File: src/rtl/uart_tx_arbiter.sv
// rtl/uart_tx_arbiter.sv - round-robin arbiter sharing the UART TX path, APB master to the UART
// One byte per grant: poll status until TX FIFO has room, write the byte, pulse req_ready.
module uart_tx_arbiter #(
  parameter int         NUM_REQ  = 4,
  parameter int         POLL_GAP = 4,
  parameter logic [3:0] USR_ADDR = 4'h0,
  parameter logic [3:0] UWD_ADDR = 4'h8,
  localparam int        IDW      = (NUM_REQ > 1) ? $clog2(NUM_REQ) : 1
) (
  input  logic                 PCLK,
  input  logic                 PRESET,
  input  logic [NUM_REQ-1:0]   req_valid,
  input  logic [8*NUM_REQ-1:0] req_data,
  output logic [NUM_REQ-1:0]   req_ready,
  output logic [3:0]           PADDR,
  output logic [31:0]          PWDATA,
  output logic                 PWRITE,
  output logic                 PSEL,
  output logic                 PENABLE,
  input  logic [31:0]          PRDATA,
  input  logic                 PREADY,
  output logic [IDW-1:0]       grant_id,
  output logic                 busy
);

  localparam int             GW       = (POLL_GAP > 1) ? $clog2(POLL_GAP) : 1;
  localparam logic [GW-1:0]  GAP_LOAD = GW'((POLL_GAP > 0) ? POLL_GAP - 1 : 0);
  localparam logic [IDW:0]   NUM_EXT  = (IDW+1)'(NUM_REQ);

  typedef enum logic [2:0] {
    IDLE      = 3'd0,
    RD_SETUP  = 3'd1,
    RD_ACCESS = 3'd2,
    GAP       = 3'd3,
    WR_SETUP  = 3'd4,
    WR_ACCESS = 3'd5,
    ACK       = 3'd6
  } state_t;

  state_t         state;
  state_t         state_nxt;
  logic [IDW-1:0] rr_ptr;
  logic [7:0]     byte_q;
  logic [GW-1:0]  gap_cnt;

  logic           pick_found;
  logic [IDW-1:0] pick_id;
  logic [IDW:0]   pick_sum;
  logic [IDW-1:0] pick_cand;
  logic [7:0]     pick_byte;
  logic           tx_not_full;
  logic           unused_prdata;

  assign tx_not_full   = PRDATA[1];
  assign unused_prdata = ^{PRDATA[31:2], PRDATA[0]};

  // Search from rr_ptr upward with wrap; the first asserted valid wins.
  always_comb begin
    pick_found = 1'b0;
    pick_id    = '0;
    pick_sum   = '0;
    pick_cand  = '0;
    for (int k = 0; k < NUM_REQ; k++) begin
      pick_sum = {1'b0, rr_ptr} + (IDW+1)'(k);
      if (pick_sum >= NUM_EXT) begin
        pick_sum = pick_sum - NUM_EXT;
      end
      pick_cand = pick_sum[IDW-1:0];
      if (!pick_found && req_valid[pick_cand]) begin
        pick_found = 1'b1;
        pick_id    = pick_cand;
      end
    end
  end

  always_comb begin
    pick_byte = 8'h00;
    for (int k = 0; k < NUM_REQ; k++) begin
      if (pick_id == IDW'(k)) begin
        pick_byte = req_data[8*k +: 8];
      end
    end
  end

  always_ff @(posedge PCLK or posedge PRESET) begin
    if (PRESET) begin
      state    <= IDLE;
      rr_ptr   <= '0;
      grant_id <= '0;
      byte_q   <= 8'h00;
      gap_cnt  <= '0;
    end else begin
      state <= state_nxt;
      if (state == IDLE && pick_found) begin
        grant_id <= pick_id;
        byte_q   <= pick_byte;
      end
      if (state == RD_ACCESS && PREADY && !tx_not_full) begin
        gap_cnt <= GAP_LOAD;
      end else if (state == GAP && gap_cnt != '0) begin
        gap_cnt <= gap_cnt - 1'b1;
      end
      if (state == ACK) begin
        rr_ptr <= (grant_id == IDW'(NUM_REQ - 1)) ? '0 : grant_id + 1'b1;
      end
    end
  end

  always_comb begin
    state_nxt = state;
    case (state)
      IDLE: begin
        if (pick_found) state_nxt = RD_SETUP;
      end
      RD_SETUP: begin
        state_nxt = RD_ACCESS;
      end
      RD_ACCESS: begin
        if (PREADY) begin
          if (tx_not_full)        state_nxt = WR_SETUP;
          else if (POLL_GAP == 0) state_nxt = RD_SETUP;
          else                    state_nxt = GAP;
        end
      end
      GAP: begin
        if (gap_cnt == '0) state_nxt = RD_SETUP;
      end
      WR_SETUP: begin
        state_nxt = WR_ACCESS;
      end
      WR_ACCESS: begin
        if (PREADY) state_nxt = ACK;
      end
      ACK: begin
        state_nxt = IDLE;
      end
      default: begin
        state_nxt = IDLE;
      end
    endcase
  end

  // APB outputs decode purely from state, so address/data hold steady across wait states.
  always_comb begin
    PSEL      = 1'b0;
    PENABLE   = 1'b0;
    PWRITE    = 1'b0;
    PADDR     = 4'h0;
    PWDATA    = 32'h0;
    req_ready = '0;
    busy      = (state != IDLE);
    case (state)
      RD_SETUP: begin
        PSEL  = 1'b1;
        PADDR = USR_ADDR;
      end
      RD_ACCESS: begin
        PSEL    = 1'b1;
        PENABLE = 1'b1;
        PADDR   = USR_ADDR;
      end
      WR_SETUP: begin
        PSEL   = 1'b1;
        PWRITE = 1'b1;
        PADDR  = UWD_ADDR;
        PWDATA = {24'h0, byte_q};
      end
      WR_ACCESS: begin
        PSEL    = 1'b1;
        PENABLE = 1'b1;
        PWRITE  = 1'b1;
        PADDR   = UWD_ADDR;
        PWDATA  = {24'h0, byte_q};
      end
      ACK: begin
        for (int k = 0; k < NUM_REQ; k++) begin
          if (grant_id == IDW'(k)) req_ready[k] = 1'b1;
        end
      end
      default: begin
      end
    endcase
  end

endmodule

File: config.mk
export PLATFORM = sky130hd
export DESIGN_NAME = uart_tx_arbiter
export DESIGN_NICKNAME = d
export VERILOG_FILES = /design/src/rtl/uart_tx_arbiter.sv
export SDC_FILE = /design/constraint.sdc
export NUM_CORES = 1
export LEC_CHECK = 0
export ABC_CLOCK_PERIOD_IN_PS = 1900
export BUFFER_PORTS_ARGS = -buffer_cell sky130_fd_sc_hd__buf_2
export CORE_MARGIN = 10
export CORE_UTILIZATION = 42
export CTS_BUF_LIST = sky130_fd_sc_hd__clkbuf_8
export CTS_CLUSTER_DIAMETER = 80
export DETAILED_ROUTE_END_ITERATION = 10
export PLACE_DENSITY = 0.82
export SLEW_MARGIN = 25
export SYNTH_ARGS = -nofsm -noshare
export SYNTH_HDL_FRONTEND = slang
export SYNTH_SLANG_ARGS = --single-unit
File: constraint.sdc
create_clock -name PCLK -period 1.9 [get_ports PCLK]
set_input_delay 0.095 -clock PCLK [delete_from_list [all_inputs] [get_ports PCLK]]
set_output_delay 0.095 -clock PCLK [all_outputs]
set_load 0.01 [all_outputs]
==> results of run 1 <==
metrics by stage:
step | instance area, sq um | TNS (ns) | cells
after global routing | 1920 | 0 | 296
after detailed placement | 1830 | -0.929 | 290
after CTS | 1900 | 0 | 295
after global placement | 1830 | -0.481 | 290
after floorplan | 1670 | 0 | 211
final | 1920 | 0 | 296
routing by layer:
metal  wire length (um)  up-vias  track usage [%]
li1                   -      728                -
met1               1740      663             14.4
met2               2230       61             22.4
met3                405        7             4.53
met4                 78        0             6.23
met5                  0        -                0
Yosys cell counts (all sizes together):
library cell,instances,area [sq um]
buf,33,244
dfrtp,17,425
nand2,14,55.1
and2,12,75.1
mux2i,11,110
inv,10,37.5
a211o,8,70.1
nand4,8,50.1
o211ai,8,60.1
o31ai,8,60.1
nor2,7,31.3
o21ai,7,35.0
a21oi,6,33.8
ha,5,62.6
clkbuf,4,16.3
nand2b,3,18.8
nor3,3,20.0
a21o,2,15.0
a31oi,2,12.5
mux2,2,22.5
nand3,2,10.0
nor2b,2,12.5
o2bb2ai,2,23.8
a21boi,1,7.51
a22oi,1,12.5
and3,1,6.26
conb,1,3.75
nand3b,1,7.51
or2,1,6.26
or3,1,6.26
or4,1,11.3
xnor2,1,8.76
area by class of cell:
class                           instances  share of cell area [%]
Clock buffer                            3                    2.15
Clock inverter                          1                   0.261
Inverter                               10                    1.96
Multi-Input combinational cell        147                    49.7
Sequential cell                        17                    22.2
Tap cell                               48                    3.13
Timing Repair Buffer                   70                    20.6
cell usage in the layout (no fill, tap or decap), types with 2 or more instances in the layout:
cell      netlist  layout
a211o_1         8       8
a21o_1          2       2
a21oi_1         5       5
a31oi_1         2       2
and2_1         12      12
buf_2           3      58
buf_4          29      10
clkbuf_8        0       3
conb_1          1      27
dfrtp_1        17      17
ha_1            5       5
inv_1          10      10
mux2i_1        11      11
nand2_1        13      13
nand2b_1        3       3
nand3_1         2       2
nand4_1         8       8
nor2_1          5       5
nor2_2          2       2
nor2b_1         2       2
nor3_1          2       2
o211ai_1        8       8
o21ai_0         5       5
o21ai_1         2       2
o31ai_1         8       8
power by group:
part	switching (mW)	internal [mW]	total [mW]
clock	0.134	0.146	0.280
sequential	0.121	0.540	0.661
combinational	0.854	0.676	1.53
worst paths after layout:
path | start | endpoint | slack [ns] | cells after the start
worst max register to register | rr_ptr[1] | byte_q[7] | 0.28 | 6
max in group asynchronous | PRESET | state[0] | 1.00 | 3
worst min-delay path | req_data[4] | byte_q[4] | 0.15 | 3
worst max-delay path | rr_ptr[1] | byte_q[7] | 0.28 | 6
worst min register to register | byte_q[0] | byte_q[0] | 0.50 | 2
min in group asynchronous | PRESET | gap_cnt[0] | 0.47 | 3
worst min-delay path, cell delays in order:
cell and delay, ns:
buf_2 0.08, mux2i_1 0.06, o211ai_1 0.14
timing repair:
item                                   CTS  global route
setup endpoints to repair                8             6
resized for setup                        1             0
endpoints found under the hold margin   17             0
pin swaps                                0             1
buffers inserted                         0             1
hold buffers                             1             0
logic make-up after synthesis:
family,Yosys count,share of synthesized area (%)
AO/OA/AOI/OAI,45,21.0
XOR/XNOR,1,0.557
adder cells (fa/ha/maj),5,3.98
buffers and inverters,47,18.9
flip-flops,17,27.1
multiplexers,13,8.44
other,1,0.239
AND/OR/NAND/NOR,56,19.7
flip-flops by register name, indices dropped and copies added, names as in the netlist:
register  flops
byte_q        8
gap_cnt       2
grant_id      2
rr_ptr        2
state         3
==> impl_metrics.py, run 1 <==
metrics = {
    "run_status": {
        "status": "finished, final reports clean",
    },
    "cts": {
        "cts_buffer_depth": 2,
        "cts_tree": "yes",
        "htree_levels": 1,
        "cts_sinks": 17,
        "path_clk_slew_ns": 0.07,
        "numCtsBuffers": 3,
        "root_buffer": "clkbuf_8",
        "worstSkewPairLatency_ns": 0.26,
    },
    "critical_path": {
        "worstPathBufferInverterCount": 1,
        "critPathTopFamily": "multiplexers",
        "critPathKind": "reg2reg",
        "slowest_stage": "dfrtp_1",
        "crit_fanout": 9,
        "cp-start-kind": "register",
        "required_ns": 2.03,
        "crit_chain": "mux2i_1, nor2_2, nor3_4, buf_12, mux2i_1, o211ai_1",
        "end_kind": "register",
        "critPathMaxStageDelay_ns": 0.44,
        "critPathArrivalTime_ns": 1.75,
        "cpMostUsedCell": "mux2i_1",
    },
    "sta": {
        "clock.fmax_mhz": 619,
        "whs_ns": 0.146,
        "hold_viol": 0,
        "skew_ns": 0.00434,
        "final.setup.worst_slack_ns": 0.284,
        "maxSlewHeadroom_pct": 55.2,
        "rsz0062_at_grt": "no",
        "fin_crit_ns": 1.62,
        "setup_viol": 0,
        "final.period_utilization_pct": 85.0,
        "report.final.slew_viol_count": 0,
        "worstMarginPinSlew_ns": 0.671,
    },
    "floorplanning": {
        "row_count": 22,
        "die_x_um": 81.2,
        "initial_core_util_pct": 43.3,
        "die-height_um": 81.2,
        "ioPinCount": 117,
        "dieArea_sq_um": 6590,
        "coreArea_sq_um": 3630,
    },
    "power": {
        "ir_drop_mv": 0.532,
        "powerDensity_nw_per_um2": 1290,
        "leakage_nw": 1.01,
        "total_power_mw": 2.47,
    },
    "flow_run": {
        "max_cap_viol_count": 0,
    },
    "routing": {
        "drc_errors": 0,
        "via_per_inst": 4.93,
        "vias": 1459,
        "wl_per_cell_um": 15.0,
        "firstDrtPassIters": 5,
        "drt_iter0_drc": 39,
        "routed_wl_um": 4450,
        "ant_nets": 0,
    },
    "grt": {
        "grt_first_pass_wirelength_um": 6930,
        "grtUsageTotal_pct": 13.1,
        "grt_max_degree": 20,
        "grt_antenna_before_repair": 0,
        "grt_pass1_vias": 1502,
        "grt-ovfl-total": 0,
    },
    "layout": {
        "seqCellArea_sq_um": 425,
        "layout.nets": 325,
        "nFillCells": 381,
        "multi_input_area_sq_um": 952,
        "antenna_cells": 0,
        "syn_to_final_growth_pct": 22.0,
        "final_core_util_pct": 52.8,
        "drive_gt1_share_pct": 33.1,
    },
    "worst_hold_path": {
        "min_path_type": "in2reg",
    },
    "place": {
        "io_buffer_count": 58,
        "gp_congestion": 0.823,
        "place_ws_ns": -0.133,
        "dp_hpwl_um": 3630,
    },
    "logic_synthesis": {
        "syn_area_sq_um": 1570,
        "synth_cell_types": 42,
        "yosysSeqAreaShare_pct": 27.1,
        "yosys_register_bits": 17,
        "avgSynthCellArea_sq_um": 8.49,
        "syn_inst": 185,
        "yosys_warnings": 0,
    },
}
No activity file was read; power rests on OpenSTA's default activity.
==> run 2, diff against run 1 <==
--- a/config.mk
+++ b/config.mk
@@ -7,12 +7,14 @@
 export LEC_CHECK = 0
 export ABC_CLOCK_PERIOD_IN_PS = 1900
 export BUFFER_PORTS_ARGS = -buffer_cell sky130_fd_sc_hd__buf_2
+export CELL_PAD_IN_SITES_DETAIL_PLACEMENT = 1
+export CELL_PAD_IN_SITES_GLOBAL_PLACEMENT = 1
 export CORE_MARGIN = 10
-export CORE_UTILIZATION = 42
+export CORE_UTILIZATION = 28
 export CTS_BUF_LIST = sky130_fd_sc_hd__clkbuf_8
 export CTS_CLUSTER_DIAMETER = 80
 export DETAILED_ROUTE_END_ITERATION = 10
-export PLACE_DENSITY = 0.82
+export PLACE_DENSITY = 0.81
 export SLEW_MARGIN = 25
 export SYNTH_ARGS = -nofsm -noshare
 export SYNTH_HDL_FRONTEND = slang
==> run 2 against run 1 <==
  * Sequential power about the same
  * Non-clock buffer count shrank 2
  * First-iteration DRC count shrank 33%
  * Combinational power barely moved
  * Via count increased by 0.55%
  * Global-route usage fell by 2.5 points
  * Core utilization is 18 points lower
  * Worst hold slack better by 0.010 ns
  * Register-to-register slack got worse by 0.09 ns
  * Count of clock-buffer cells in the layout stayed put
  * Sequential cell count stayed put
  * Critical path type unchanged
==> impl_metrics.py, run 2 (same netlist as run 1, synthesis figures left out) <==
metrics = {
    "run_status": {
        "status": "finished, final reports clean",
    },
    "layout": {
        "stdcell_count": 318,
        "largest_reg_flops": 8,
        "syn_to_final_growth_pct": 21.7,
        "seqCellArea_sq_um": 425,
        "nFillCells": 720,
        "multi_input_area_sq_um": 946,
        "antenna_cells": 0,
        "largest-register": "byte_q",
        "drive_gt1_share_pct": 32.1,
        "final_common_cell": "buf_2",
        "layout.nets": 323,
        "final_cell_mix": "58 x buf_2, 27 x conb_1, 17 x dfrtp_1, 13 x nand2_1, 12 x and2_1",
        "reg_top3": "byte_q (8), state (3)",
    },
    "cts": {
        "htree_levels": 1,
        "cts_buffer_depth": 2,
        "numCtsBuffers": 3,
        "path_clk_slew_ns": 0.06,
        "worstSkewPairLatency_ns": 0.24,
        "cts_tree": "yes",
        "cts_sinks": 17,
        "post_cts_resized": 0,
        "root_buffer": "clkbuf_8",
    },
    "power": {
        "ir_drop_mv": 0.504,
        "powerDensity_nw_per_um2": 1260,
        "leakage_nw": 0.991,
        "clockPowerShare_pct": 10.6,
        "p_sw_share_pct": 45.5,
        "p_seq_share_pct": 27.5,
        "power.internal_mw": 1.32,
        "total_power_mw": 2.42,
        "p_sw_mw": 1.10,
        "comb_power_share_pct": 61.9,
    },
    "flow_run": {
        "max_cap_viol_count": 0,
    },
    "critical_path": {
        "ff2ff_path_depth": 6,
        "crit_fanout": 9,
        "r2r_slack_ns": 0.19,
        "cp-start-kind": "register",
        "critPathArrivalTime_ns": 1.82,
        "critPathKind": "reg2reg",
        "end_kind": "register",
        "required_ns": 2.01,
    },
    "place": {
        "numPlacedInstances": 313,
        "dp_hpwl_um": 4110,
        "io_buffer_count": 58,
        "gp_congestion": 0.802,
    },
    "grt": {
        "grt_first_pass_wirelength_um": 7740,
        "grt_max_degree": 20,
        "grt_pass1_vias": 1598,
        "grt-ovfl-total": 0,
        "grt_antenna_before_repair": 0,
        "grtUsageTotal_pct": 10.6,
    },
    "routing": {
        "via_per_inst": 4.61,
        "wl_per_cell_um": 15.3,
        "routed_wl_um": 4880,
        "vias": 1467,
        "drc_errors": 0,
        "ant_nets": 0,
        "firstDrtPassIters": 4,
        "drt_iter0_drc": 26,
    },
    "sta": {
        "final.period_utilization_pct": 90.0,
        "hold_viol": 0,
        "fin_crit_ns": 1.71,
        "skew_ns": 0.00226,
        "rsz0062_at_grt": "no",
        "report.final.slew_viol_count": 0,
        "maxSlewHeadroom_pct": 57.1,
        "worstMarginPinSlew_ns": 0.643,
        "tns_ns": 0,
        "setup_viol": 0,
        "clock.fmax_mhz": 585,
    },
    "floorplanning": {
        "initial_core_util_pct": 28.7,
        "ioPinCount": 117,
        "die-height_um": 94.9,
        "dieArea_sq_um": 9010,
        "coreArea_sq_um": 5470,
        "row_count": 27,
        "die_x_um": 94.9,
    },
    "worst_hold_path": {
        "min_path_type": "in2reg",
        "min_path_cells": 3,
    },
}
==> run 2: layout make-up <==
type / count / area share (%)
multi-input combinational: 147 / 49.5
sequential: 17 / 22.3
timing repair buffer: 68 / 19.2
tap: 72 / 4.71
clock buffer: 3 / 2.16
inverter: 10 / 1.96
clock inverter: 1 / 0.196
==> run 2: worst max-delay path, cell delays in order (launching register included) <==
cell,delay [ns]
dfrtp_1,0.48
mux2i_1,0.28
nor2_2,0.07
nor3_2,0.15
buf_4,0.23
mux2i_1,0.26
o211ai_1,0.11
==> run 2: per-layer routing <==
metal,up-vias,wire length [um],track usage [%]
met2,54,2430,19.1
met4,0,35,2.00
li1,718,-,-
met5,-,0,0
met1,691,1980,11.8
met3,4,434,3.73
==> run 2: power by group through the flow <==
stage / sequential (mW) / combinational (mW) / clock [mW]
CTS: 0.667 / 1.53 / 0.264
detailed placement: 0.673 / 1.52 / 0
floorplan: 0.635 / 1.11 / 0
finish: 0.664 / 1.50 / 0.257
global placement: 0.659 / 1.46 / 0
global route: 0.697 / 1.70 / 0.280
==> run 2: what timing repair did <==
item | 4_1_cts | 5_1_grt
setup buffers | 0 | 0
setup endpoints to repair | 0 | 0
hold buffers | 1 | 0
hold endpoints to repair | 17 | 0
==> run 2: final timing paths <==
| kind | start | endpoint |
|---|---|---|
| hold / removal | req_data[0] | byte_q[0] |
| setup reg to reg | rr_ptr[1] | byte_q[7] |
| min in group asynchronous | PRESET | gap_cnt[0] |
| setup / recovery | rr_ptr[1] | byte_q[7] |
| hold reg to reg | byte_q[3] | byte_q[3] |
| max in group asynchronous | PRESET | state[2] |
==> run 2: per-stage QoR <==
stage / setup WS, ns / cell area, sq um / hold slack, ns / utilization (%)
6_report: 0.190 / 1910 / 0.156 / 34.9
5_1_grt: 0.0792 / 1910 / 0.173 / 34.9
4_1_cts: 0.178 / 1910 / 0.154 / 34.9
3_5_place_dp: 0.191 / 1860 / 0.216 / 33.9
3_3_place_gp: 0.239 / 1860 / 0.202 / 33.9
2_1_floorplan: 0.337 / 1670 / 0.0211 / -
==> run 3, diff against run 2 <==
--- a/config.mk
+++ b/config.mk
@@ -15,6 +15,7 @@
 export CTS_CLUSTER_DIAMETER = 80
 export DETAILED_ROUTE_END_ITERATION = 10
 export PLACE_DENSITY = 0.81
+export REMOVE_ABC_BUFFERS = 1
 export SLEW_MARGIN = 25
 export SYNTH_ARGS = -nofsm -noshare
 export SYNTH_HDL_FRONTEND = slang
==> run 3 against run 2 <==
  * First-iteration DRC count grew to 3.0 times the previous value
  * Count of clock-buffer cells in the layout stayed put
  * Register-to-register slack worse by 0.04 ns
  * Final cell count is 0.31% higher
  * Total power is 2.6% higher
  * Worst hold slack better by 0.0038 ns
  * Clock power is 7.8% higher
  * Global-route usage is 0.46 points higher
  * Via count is 1.8% higher
  * Sequential share of layout area is 0.12 points lower
  * Clock skew is 0.0056 ns higher
  * Core utilization is 0.30 points higher
  * Largest cell class unchanged
==> impl_metrics.py, run 3 (same netlist as run 1, synthesis figures left out) <==
metrics = {
    "sta": {
        "tns_ns": 0,
        "final.period_utilization_pct": 92.0,
        "maxSlewHeadroom_pct": 56.3,
        "hold_viol": 0,
        "skew_ns": 0.00785,
        "report.final.slew_viol_count": 0,
        "clock.fmax_mhz": 572,
        "worstMarginPinSlew_ns": 0.655,
        "setup_viol": 0,
        "rsz0062_at_grt": "no",
        "fin_crit_ns": 1.75,
    },
    "critical_path": {
        "r2r_slack_ns": 0.15,
        "crit_end": "byte_q[7]",
        "r2r-start": "rr_ptr[1]",
        "path_depth": 6,
        "worstPathBufferInverterCount": 1,
        "ff2ff_path_depth": 6,
        "crit_fanout": 9,
        "cp-start-kind": "register",
        "required_ns": 2.02,
        "end_kind": "register",
        "critPathMaxStageDelay_ns": 0.44,
        "r2r_end": "byte_q[7]",
        "critPathArrivalTime_ns": 1.87,
        "critPathTopFamily": "multiplexers",
        "crit_chain": "mux2i_2, nor2_2, nor3_2, buf_4, mux2i_1, o211ai_1",
        "startpoint": "rr_ptr[1]",
        "slowest_stage": "dfrtp_2",
        "critPathKind": "reg2reg",
    },
    "layout": {
        "largest-register": "byte_q",
        "largest_reg_flops": 8,
        "syn_to_final_growth_pct": 22.7,
        "final_cell_mix": "58 x buf_2, 27 x conb_1, 16 x dfrtp_1, 13 x nand2_1, 12 x and2_1",
        "antenna_cells": 0,
        "nFillCells": 699,
        "drive_gt1_share_pct": 33.6,
        "reg_top3": "byte_q (8), state (3)",
        "layout.nets": 324,
        "final_core_util_pct": 35.2,
        "final_common_cell": "buf_2",
    },
    "grt": {
        "busiest_layer": "met2",
        "grt_first_pass_wirelength_um": 8080,
        "met3_usage_pct": 2.46,
        "grt_use_met2_pct": 21.2,
        "grtUsageTotal_pct": 11.1,
        "grt-ovfl-total": 0,
        "grt_pass1_vias": 1678,
        "grt_max_degree": 20,
        "grt_antenna_before_repair": 0,
        "grtUsageMet1_pct": 11.8,
    },
    "run_status": {
        "status": "finished, final reports clean",
    },
    "place": {
        "io_buffer_count": 58,
        "gp_congestion": 0.767,
        "dp_hpwl_um": 4330,
    },
    "cts": {
        "cts_sinks": 17,
        "path_clk_slew_ns": 0.07,
        "worstSkewPairLatency_ns": 0.25,
        "root_buffer": "clkbuf_8",
        "cts_buffer_depth": 2,
        "htree_levels": 1,
        "numCtsBuffers": 3,
        "cts_setup_buffers": 0,
        "cts_tree": "yes",
    },
    "routing": {
        "vias": 1493,
        "routed_wl_um": 5130,
        "via_per_inst": 4.68,
        "drt_iter0_drc": 77,
        "ant_nets": 0,
        "wl_per_cell_um": 16.1,
        "drc_errors": 0,
        "firstDrtPassIters": 4,
    },
    "power": {
        "powerDensity_nw_per_um2": 1290,
        "leakage_nw": 0.989,
        "ir_drop_mv": 0.454,
    },
    "floorplanning": {
        "die-height_um": 94.9,
        "coreArea_sq_um": 5470,
        "initial_core_util_pct": 28.7,
        "row_count": 27,
        "die_x_um": 94.9,
        "dieArea_sq_um": 9010,
        "ioPinCount": 117,
    },
    "worst_hold_path": {
        "min_path_type": "in2reg",
    },
    "flow_run": {
        "max_cap_viol_count": 0,
    },
}
[run 3: cell count changes in the layout (fill, tap and decap cells not counted), sizes merged]
cell | before | now
clkinvlp | 0 | 1
inv | 11 | 10
buf | 67 | 68
[run 3: worst register-to-register path: stages, from the launching register on]
cell,delay (ns)
dfrtp_2,0.44
mux2i_2,0.28
nor2_2,0.14
nor3_2,0.20
buf_4,0.19
mux2i_1,0.26
o211ai_1,0.10
[run 3: timing repair]
action | CTS | global route
gates resized for setup | 0 | 2
endpoints found under the hold margin | 17 | 0
setup endpoints to repair | 0 | 8
hold buffers | 1 | 0
[run 3: power by group]
group          leakage, nW  switching (mW)  internal (mW)
combinational        0.761           0.881          0.653
sequential           0.207           0.128          0.542
clock               0.0217           0.130          0.147
total                0.989            1.14           1.34
[run 3: area by class of cell]
type                    count  area [sq um]  area share (%)
well taps                  72          90.1            4.67
inverters                  10          37.5            1.95
clock inverters             1          7.51           0.389
clock buffers               3          41.3            2.14
flip-flops and latches     17           427            22.1
repair buffers             69           375            19.5
multi-input cells         147           950            49.3
[run 3: per-stage QoR]
stage / hold slack (ns) / worst slack [ns] / instance area [sq um] / power [mW] / instances
2_1_floorplan: 0.0211 / 0.102 / 1410 / 1.63 / 174
3_3_place_gp: 0.209 / 0.174 / 1860 / 2.13 / 314
3_5_place_dp: 0.228 / 0.0845 / 1860 / 2.22 / 314
4_1_cts: 0.164 / 0.0519 / 1920 / 2.50 / 319
5_1_grt: 0.168 / 0.0211 / 1930 / 2.73 / 319
6_report: 0.160 / 0.152 / 1930 / 2.48 / 319
[run 3: worst min-delay path by stage]
stage / slack (ns) / from / cells past startpoint / to
2_1_floorplan: 0.02 / PRESET / 1 / byte_q[0]
3_3_place_gp: 0.21 / PRESET / 2 / byte_q[1]
3_5_place_dp: 0.23 / PRESET / 2 / byte_q[3]
4_1_cts: 0.16 / req_data[5] / 3 / byte_q[5]
5_1_grt: 0.17 / req_data[5] / 3 / byte_q[5]
6_report: 0.16 / req_data[5] / 3 / byte_q[5]
[run 3: per-layer routing]
metal  up-vias  share of wire, %
li1        728                 -
met1       720                38
met2        43                55
met3         2               6.1
met5         -                 0
met4         0              0.66
